--- config.mk ---
export PLATFORM = sky130hd
export DESIGN_NAME = mc_ctl
export DESIGN_NICKNAME = d
export VERILOG_FILES = /design/src/rtl/mc_ctl.sv
export SDC_FILE = /design/constraint.sdc
export NUM_CORES = 1
export LEC_CHECK = 0
export CORE_UTILIZATION = 50
export CTS_CLUSTER_DIAMETER = 100
export DETAILED_ROUTE_END_ITERATION = 10
export PLACE_DENSITY = 0.92
export SYNTH_ARGS = -nofsm -noshare
export SYNTH_HDL_FRONTEND = slang
export SYNTH_SLANG_ARGS = --single-unit
--- constraint.sdc ---
create_clock -name clk -period 2.6 [get_ports clk]
set_input_delay 0.26 -clock clk [delete_from_list [all_inputs] [get_ports clk]]
set_output_delay 0.26 -clock clk [all_outputs]
set_load 0.01 [all_outputs]
--- src/rtl/mc_ctl.sv ---
// rtl/mc_ctl.sv - multicycle processor control FSM with memory-wait timeout and exception cause
module mc_ctl #(
  parameter int ALUOP_W = 5,
  parameter int TIMEOUT = 15
) (
  input  logic               clk,
  input  logic               reset,
  input  logic [5:0]         opCode,
  input  logic [5:0]         funct,
  input  logic               mem_ready,
  input  logic               zero,
  output logic               IRWrite,
  output logic               PCWrite,
  output logic               IorD,
  output logic               MemRead,
  output logic               MemWrite,
  output logic               MemToReg,
  output logic               RegWrite,
  output logic               ALUSrcA,
  output logic               Exception,
  output logic [1:0]         PCSrc,
  output logic [1:0]         RegDst,
  output logic [1:0]         ALUSrcB,
  output logic [1:0]         Cause,
  output logic [ALUOP_W-1:0] ALUOp,
  output logic [3:0]         state
);

  typedef enum logic [3:0] {
    S_FETCH   = 4'd0,
    S_DECODE  = 4'd1,
    S_MEMADDR = 4'd2,
    S_MEMRD   = 4'd3,
    S_MEMWB   = 4'd4,
    S_MEMWR   = 4'd5,
    S_EXEC    = 4'd6,
    S_RWB     = 4'd7,
    S_IEXEC   = 4'd8,
    S_IWB     = 4'd9,
    S_BRANCH  = 4'd10,
    S_JUMP    = 4'd11,
    S_EXC     = 4'd12
  } state_t;

  localparam logic [5:0] OP_R    = 6'b000000;
  localparam logic [5:0] OP_LW   = 6'b100011;
  localparam logic [5:0] OP_SW   = 6'b101011;
  localparam logic [5:0] OP_ADDI = 6'b001000;
  localparam logic [5:0] OP_ANDI = 6'b001100;
  localparam logic [5:0] OP_ORI  = 6'b001101;
  localparam logic [5:0] OP_XORI = 6'b001110;
  localparam logic [5:0] OP_BEQ  = 6'b000100;
  localparam logic [5:0] OP_BNE  = 6'b000101;
  localparam logic [5:0] OP_J    = 6'b000010;
  localparam logic [5:0] OP_JAL  = 6'b000011;
  localparam logic [5:0] FN_JR   = 6'b001000;

  localparam logic [4:0] ALU_ADD = 5'b00000;
  localparam logic [4:0] ALU_SUB = 5'b00001;
  localparam logic [4:0] ALU_AND = 5'b11000;
  localparam logic [4:0] ALU_OR  = 5'b11110;
  localparam logic [4:0] ALU_XOR = 5'b10110;
  localparam logic [4:0] ALU_NOR = 5'b10001;
  localparam logic [4:0] ALU_SLT = 5'b00111;
  localparam logic [4:0] ALU_SLL = 5'b01000;
  localparam logic [4:0] ALU_SRL = 5'b01001;
  localparam logic [4:0] ALU_SRA = 5'b01011;

  localparam int CNT_W = $clog2(TIMEOUT + 2);

  state_t           st;
  logic [CNT_W-1:0] cnt;
  logic [5:0]       op_q;
  logic [5:0]       fn_q;
  logic [1:0]       cause_q;
  logic             timeout_hit;
  logic [4:0]       alu5;

  // Supported R-type functions; anything else decodes as illegal.
  function automatic logic is_r_alu(input logic [5:0] f);
    case (f)
      6'b100000, 6'b100010, 6'b100100, 6'b100101, 6'b100110,
      6'b100111, 6'b101010, 6'b000000, 6'b000010, 6'b000011: return 1'b1;
      default: return 1'b0;
    endcase
  endfunction

  function automatic logic [4:0] r_aluop(input logic [5:0] f);
    case (f)
      6'b100010: return ALU_SUB;
      6'b100100: return ALU_AND;
      6'b100101: return ALU_OR;
      6'b100110: return ALU_XOR;
      6'b100111: return ALU_NOR;
      6'b101010: return ALU_SLT;
      6'b000000: return ALU_SLL;
      6'b000010: return ALU_SRL;
      6'b000011: return ALU_SRA;
      default:   return ALU_ADD;
    endcase
  endfunction

  function automatic logic is_shift(input logic [5:0] f);
    return (f == 6'b000000) || (f == 6'b000010) || (f == 6'b000011);
  endfunction

  assign timeout_hit = (TIMEOUT > 0) && (cnt == CNT_W'(TIMEOUT - 1));
  assign state       = st;

  // Counter defaults to clear; only a wait state that stays put increments it.
  always_ff @(posedge clk) begin
    if (reset) begin
      st      <= S_FETCH;
      cnt     <= '0;
      op_q    <= '0;
      fn_q    <= '0;
      cause_q <= 2'b00;
    end else begin
      cnt <= '0;
      case (st)
        S_FETCH: begin
          if (mem_ready) begin
            st <= S_DECODE;
          end else if (timeout_hit) begin
            st      <= S_EXC;
            cause_q <= 2'b10;
          end else begin
            cnt <= cnt + 1'b1;
          end
        end
        S_DECODE: begin
          op_q <= opCode;
          fn_q <= funct;
          if (opCode == OP_LW || opCode == OP_SW) begin
            st <= S_MEMADDR;
          end else if (opCode == OP_R && is_r_alu(funct)) begin
            st <= S_EXEC;
          end else if (opCode == OP_R && funct == FN_JR) begin
            st <= S_JUMP;
          end else if (opCode == OP_ADDI || opCode == OP_ANDI ||
                       opCode == OP_ORI  || opCode == OP_XORI) begin
            st <= S_IEXEC;
          end else if (opCode == OP_BEQ || opCode == OP_BNE) begin
            st <= S_BRANCH;
          end else if (opCode == OP_J || opCode == OP_JAL) begin
            st <= S_JUMP;
          end else begin
            st      <= S_EXC;
            cause_q <= 2'b01;
          end
        end
        S_MEMADDR: st <= (op_q == OP_SW) ? S_MEMWR : S_MEMRD;
        S_MEMRD: begin
          if (mem_ready) begin
            st <= S_MEMWB;
          end else if (timeout_hit) begin
            st      <= S_EXC;
            cause_q <= 2'b11;
          end else begin
            cnt <= cnt + 1'b1;
          end
        end
        S_MEMWR: begin
          if (mem_ready) begin
            st <= S_FETCH;
          end else if (timeout_hit) begin
            st      <= S_EXC;
            cause_q <= 2'b11;
          end else begin
            cnt <= cnt + 1'b1;
          end
        end
        S_EXEC:  st <= S_RWB;
        S_IEXEC: st <= S_IWB;
        default: st <= S_FETCH;
      endcase
    end
  end

  always_comb begin
    IRWrite   = 1'b0;
    PCWrite   = 1'b0;
    IorD      = 1'b0;
    MemRead   = 1'b0;
    MemWrite  = 1'b0;
    MemToReg  = 1'b0;
    RegWrite  = 1'b0;
    ALUSrcA   = 1'b0;
    Exception = 1'b0;
    PCSrc     = 2'b00;
    RegDst    = 2'b00;
    ALUSrcB   = 2'b00;
    Cause     = 2'b00;
    alu5      = ALU_ADD;
    if (!reset) begin
      Cause = cause_q;
      case (st)
        S_FETCH: begin
          MemRead = 1'b1;
          ALUSrcB = 2'b01;
          IRWrite = mem_ready;
          PCWrite = mem_ready;
        end
        S_DECODE: ALUSrcB = 2'b11;
        S_MEMADDR: begin
          ALUSrcA = 1'b1;
          ALUSrcB = 2'b10;
        end
        S_MEMRD: begin
          MemRead = 1'b1;
          IorD    = 1'b1;
        end
        S_MEMWB: begin
          RegWrite = 1'b1;
          MemToReg = 1'b1;
          RegDst   = 2'b01;
        end
        S_MEMWR: begin
          MemWrite = 1'b1;
          IorD     = 1'b1;
        end
        S_EXEC: begin
          ALUSrcA = 1'b1;
          ALUSrcB = is_shift(fn_q) ? 2'b01 : 2'b00;
          alu5    = r_aluop(fn_q);
        end
        S_RWB: RegWrite = 1'b1;
        S_IEXEC: begin
          ALUSrcA = 1'b1;
          ALUSrcB = (op_q == OP_ADDI) ? 2'b11 : 2'b10;
          case (op_q)
            OP_ANDI: alu5 = ALU_AND;
            OP_ORI:  alu5 = ALU_OR;
            OP_XORI: alu5 = ALU_XOR;
            default: alu5 = ALU_ADD;
          endcase
        end
        S_IWB: begin
          RegWrite = 1'b1;
          RegDst   = 2'b01;
        end
        S_BRANCH: begin
          ALUSrcA = 1'b1;
          alu5    = ALU_SUB;
          PCSrc   = 2'b01;
          PCWrite = ((op_q == OP_BEQ) && zero) || ((op_q == OP_BNE) && !zero);
        end
        S_JUMP: begin
          PCWrite = 1'b1;
          PCSrc   = (op_q == OP_R) ? 2'b11 : 2'b10;
          if (op_q == OP_JAL) begin
            RegWrite = 1'b1;
            RegDst   = 2'b10;
          end
        end
        S_EXC: Exception = 1'b1;
        default: ;
      endcase
    end
    ALUOp      = '0;
    ALUOp[4:0] = alu5;
  end

endmodule

==> results of run 1 <==
## sequential cells by signal (all words and copies together) (netlist names)
register	cells
cause_q	2
cnt	5
fn_q	6
op_q	6
state	4
## worst max-delay path, delay by kind of cell, from the launching register on
kind            cells  cell delay, ns
compound gates      2            0.24
buf+inv             1            0.55
flops               1            0.45
simple gates        2            0.64
## Yosys cell counts, types with 3 or more instances
| cell | instances |
|---|---|
| or3_1 | 3 |
| clkbuf_1 | 7 |
| xor2_1 | 4 |
| a31oi_1 | 3 |
| xnor2_1 | 3 |
| nand2b_1 | 8 |
| buf_6 | 3 |
| nor3_1 | 13 |
| o21ai_0 | 8 |
| nand4_1 | 4 |
| nor3b_1 | 3 |
| inv_1 | 7 |
| a21oi_1 | 26 |
| nand3_1 | 4 |
| nor2b_1 | 7 |
| dfxtp_1 | 23 |
| nand3b_1 | 5 |
| nand2_1 | 30 |
| nor2_1 | 30 |
## final cells by class
| type | count | area, sq um |
|---|---|---|
| Multi-Input combinational cell | 198 | 1190 |
| Timing Repair Buffer | 49 | 473 |
| Inverter | 7 | 26.3 |
| Tap cell | 46 | 57.6 |
| Clock buffer | 4 | 26.3 |
| Sequential cell | 23 | 467 |
| Fill cell | 318 | 1090 |
## stage by stage
step                      total power, mW  instances  setup TNS (ns)  setup slack, ns
after floorplan                      1.22        240               0            0.700
after global placement               1.54        323               0            0.263
after detailed placement             1.58        323               0            0.175
after CTS                            1.74        327               0           0.0267
after global routing                 1.91        327        -0.00568         -0.00482
final                                1.76        327               0            0.147
## path summary, 6_finish.rpt
kind	startpoint	to	slack (ns)	cells past startpoint
setup / recovery	state[1]$_SDFF_PP0_	ALUOp[4]	0.15	5
hold / removal	cnt[0]$_SDFF_PP0_	cnt[0]$_SDFF_PP0_	0.48	1
setup reg to reg	state[3]$_SDFF_PP0_	cause_q[0]$_SDFFE_PP0P_	0.79	6
hold reg to reg	cnt[0]$_SDFF_PP0_	cnt[0]$_SDFF_PP0_	0.48	1
## repair_timing
action,CTS,global route
pin swaps,0,0
gates cloned,0,0
setup endpoints to repair,4,8
resized for setup,2,6
## logic make-up after synthesis
| family | count (synthesis) |
|---|---|
| AND/OR/NAND/NOR | 126 |
| adder cells (fa/ha/maj) | 3 |
| buffers and inverters | 19 |
| multiplexers | 2 |
| AO/OA/AOI/OAI | 60 |
| flip-flops | 23 |
| XOR/XNOR | 7 |
## metal layers
layer,global-route usage [%],routed length [um]
met3,1.92,244
met2,43.2,2160
met4,7.14,44
met5,0,0
met1,36.6,2030
## power by group
group | switching [mW] | total (mW) | internal (mW)
Sequential | 0.141 | 0.584 | 0.443
Clock | 0.100 | 0.160 | 0.0599
Combinational | 0.541 | 1.02 | 0.475
Total | 0.782 | 1.76 | 0.978
==> run_results.csv, run 1 <==
group,metric,value,unit
yosys,synthAdderAreaFrac,2.01,%
global_routing,grt_use_total,26.1,%
yosys,synth-seq-cells,23,
finish,drive_gt1_share,9.96,%
finish,finish.utilization,67.2,%
timing,skew,0.00358,ns
power,peakVddDrop,425,uV
global_routing,grt_pass1_vias,1624,
job,maxCapViolCount,0,
yosys,synth_area_leader_cell,"dfxtp_1",
critical_path,worst_path_max_delay_cell,"clkdlybuf4s50_1",
critical_path,critPathMostFrequentCell,"a21oi_1",
timing,drv_slew,0,
finish,design_area,2240,sq um
floorplanning,io_pins,42,
clocking,cts_tree,"yes",
clocking,clock_sinks,23,
clocking,cts_hold_buf,0,
critical_path,cp.arrival,2.19,ns
yosys,synth_compound_area_share,22.7,%
finish,antenna_cells,0,
clocking,post-cts-setup-buffers,0,
detailed_routing,wl_per_cell,13.7,um
detailed_routing,drc,0,
placement,hpwl,3.41,mm
timing,worst_pin_slew,0.511,ns
clocking,cts.clk_slew.worst_paths,0.12,ns
detailed_routing,drt_iter0_drc,194,
global_routing,grt_overflow,0,
floorplanning,rows,21,
power,power.density,784,nW/um^2
global_routing,antenna_found_initial,0,
placement,place_area,2190,sq um
yosys,synth_area,1740,sq um
timing,max_freq,0.408,GHz
critical_path,crit_chain,"nor2b_1, a21oi_1, or3_1, a21oi_1, clkdlybuf4s50_1",
global_routing,grt_pass1_wl,7.31,mm
yosys,synth_top_family_by_area,"simple AND/OR/NAND/NOR gates",
yosys,syn_inst,240,
global_routing,grt_max_degree,22,
floorplanning,die_y,61.0,um
yosys,synthXorXnorAreaFrac,3.53,%
detailed_routing,routed_via_density,5.77,
clocking,cts_made_buffers,3,
critical_path,critPathMaxStageDelay,0.55,ns
finish,final_common_cell,"clkdlybuf4s50_1",
yosys,yosysTopAreaCellShare,26.5,%
floorplanning,coreArea,3340,sq um
critical_path,critPathMaxFanout,13,
worst_hold_path,hp-class,"reg2reg",
outcome,status,"finished, final reports clean",
timing,fin_crit_sh,94.3,%
timing,finalSetupViolations,0,
floorplanning,die_x,61.0,um
clocking,htreeDepth,1,
timing,hold_ws,0.477,ns
detailed_routing,routed_wl,4.48,mm
yosys,syn_avg_cell_area,7.25,sq um
timing,finalHoldViolCount,0,
yosys,synth_cell_types,56,
yosys,synthTopCellsByArea,"dfxtp_1 (26%), a21oi_1 (7.5%), nand2_1 (6.5%), nor2_1 (6.5%), nor3_1 (3.7%)",
yosys,synthArstFlopShare,0,%
timing,maxSlewHeadroom,65.7,%
finish,synthToLayoutAreaGrowth,29.0,%
critical_path,worstSetupEndpointType,"primary output",
clocking,clkLatencyLatePin,0.31,ns
yosys,synth-simple-area-share,38.3,%
placement,gp_congestion,0.926,
yosys,synth-edff-count,0,
critical_path,path_class,"reg2out",
yosys,ys.warnings.count,0,
yosys,syn_nets,258,
floorplanning,start_util,52.1,%
floorplanning,die-area,3720,sq um
clocking,root_buffer,"clkbuf_4",
power,p_leak,0.772,nW
detailed_routing,final_antenna_net_count,0,
critical_path,critPathLaunchType,"flip-flop",
detailed_routing,vias,1888,
finish,layout_common_cells,"clkdlybuf4s50_1 (40), nor2_1 (30), nand2_1 (30)",
critical_path,cp_data_required_time,2.34,ns
yosys,muxShareOfSynthArea,1.22,%
placement,place.port_buffers,41,
yosys,ys.flop_type,"dfxtp_1",
detailed_routing,firstDrtPassIters,4,
timing,post-route-min-period,2.45,ns
clocking,max-clock-path-buffers,2,
yosys,synth_seq_area_share,26.5,%
finish,final_nets,300,
Note: power is estimated with default switching activity, not from simulation.
==> inputs of run 2 (changes only) <==
Settings changed: CELL_PAD_IN_SITES_DETAIL_PLACEMENT set to 0, CELL_PAD_IN_SITES_GLOBAL_PLACEMENT set to 1, CORE_UTILIZATION 50 to 38, GPL_TIMING_DRIVEN set to 1, PLACE_DENSITY 0.92 to 0.95.
==> run_results.csv, run 2 (same netlist as run 1, synthesis figures left out) <==
group,metric,value,unit
timing,fin_crit_sh,95.1,%
detailed_routing,final_antenna_net_count,0,
critical_path,worstSetupEndpointType,"primary output",
detailed_routing,routed_wl,4.50,mm
finish,layout_common_cells,"clkdlybuf4s50_1 (41), nor2_1 (30), nand2_1 (30)",
outcome,status,"finished, final reports clean",
finish,biggestRegsByFlops,"fn_q x6, op_q x6, cnt x5",
timing,worst_pin_slew,0.621,ns
timing,drv_slew,0,
critical_path,critPathLaunchType,"flip-flop",
global_routing,grt_use_total,19.3,%
finish,synthToLayoutAreaGrowth,31.2,%
placement,place.port_buffers,41,
timing,maxSlewHeadroom,58.4,%
clocking,post-cts-setup-buffers,0,
floorplanning,rows,24,
clocking,cts_made_buffers,3,
floorplanning,start_util,39.7,%
detailed_routing,vias,1825,
placement,gp_congestion,0.856,
power,power.density,807,nW/um^2
global_routing,grt_max_degree,22,
timing,skew,0.00400,ns
detailed_routing,firstDrtPassIters,4,
detailed_routing,drt_iter0_drc,163,
timing,hold_ws,0.478,ns
placement,place_area,2210,sq um
job,maxCapViolCount,0,
timing,max_freq,0.405,GHz
clocking,cts.clk_slew.worst_paths,0.08,ns
clocking,htreeDepth,1,
critical_path,cp_data_required_time,2.34,ns
floorplanning,die-area,4850,sq um
timing,finalHoldViolCount,0,
detailed_routing,wl_per_cell,13.4,um
floorplanning,die_x,69.7,um
finish,antenna_cells,0,
finish,drive_gt1_share,10.6,%
timing,tns,0,ns
detailed_routing,drc,0,
global_routing,grt_pass1_vias,1667,
clocking,cts_resized,0,
detailed_routing,routed_via_density,5.45,
floorplanning,die_y,69.7,um
worst_hold_path,hp-class,"reg2reg",
timing,grt_setup_unrepaired,"no",
power,p_leak,0.772,nW
critical_path,path_class,"reg2out",
clocking,clkLatencyLatePin,0.26,ns
finish,design_area,2280,sq um
floorplanning,coreArea,4380,sq um
clocking,cts_hold_buf,0,
critical_path,critPathMaxFanout,7,
power,peakVddDrop,276,uV
clocking,root_buffer,"clkbuf_8",
floorplanning,io_pins,42,
global_routing,grt_overflow,0,
clocking,max-clock-path-buffers,2,
critical_path,cp.arrival,2.21,ns
clocking,clock_sinks,23,
finish,final_nets,302,
global_routing,antenna_found_initial,0,
timing,finalSetupViolations,0,
placement,hpwl,3.48,mm
timing,post-route-min-period,2.47,ns
clocking,cts_tree,"yes",
global_routing,grt_pass1_wl,7.73,mm
finish,final_common_cell,"clkdlybuf4s50_1",
run 2: per-layer routing:
layer	GRT usage, %	wire length (um)
met1	28.2	2240
met2	30.0	2000
met3	1.60	217
met4	6.44	42
met5	0	0
run 2: power breakdown:
group	switching, mW	total [mW]	internal (mW)	leakage [nW]
sequential	0.131	0.570	0.439	0.188
combinational	0.557	1.05	0.497	0.559
clock	0.110	0.217	0.107	0.0255
run 2: cell type report:
cell class / count / area, sq um
fillers: 465 / 2100
multi-input cells: 198 / 1190
repair buffers: 51 / 485
flip-flops and latches: 23 / 463
well taps: 52 / 65.1
clock buffers: 3 / 41.3
inverters: 7 / 26.3
clock inverters: 1 / 5.00
run 2: per-stage QoR:
| step | utilization, % | instances | setup WS [ns] | total power, mW |
|---|---|---|---|---|
| 4_1_cts | 51.6 | 335 | 0.0498 | 1.82 |
| 5_1_grt | 52.0 | 335 | 0.000495 | 2.00 |
| 2_1_floorplan | - | 240 | 0.700 | 1.22 |
| 6_report | 52.0 | 335 | 0.128 | 1.84 |
| 3_5_place_dp | 50.5 | 331 | 0.205 | 1.60 |
| 3_3_place_gp | 50.5 | 331 | 0.263 | 1.59 |
run 2: worst paths after layout:
path	end	start	slack, ns	depth (start not counted)
worst max-delay path	ALUOp[1]	state[3]$_SDFF_PP0_	0.13	6
worst min register to register	cnt[0]$_SDFF_PP0_	cnt[0]$_SDFF_PP0_	0.48	1
worst min-delay path	cnt[0]$_SDFF_PP0_	cnt[0]$_SDFF_PP0_	0.48	1
worst max register to register	state[3]$_SDFF_PP0_	state[0]$_SDFF_PP0_	0.73	5
run 2: worst max-delay path, stage by stage (launching register included):
cell	delay, ns
dfxtp_1	0.44
and2b_4	0.24
nor3b_4	0.20
nand4_1	0.16
o32a_1	0.22
a21oi_1	0.14
clkdlybuf4s50_1	0.54
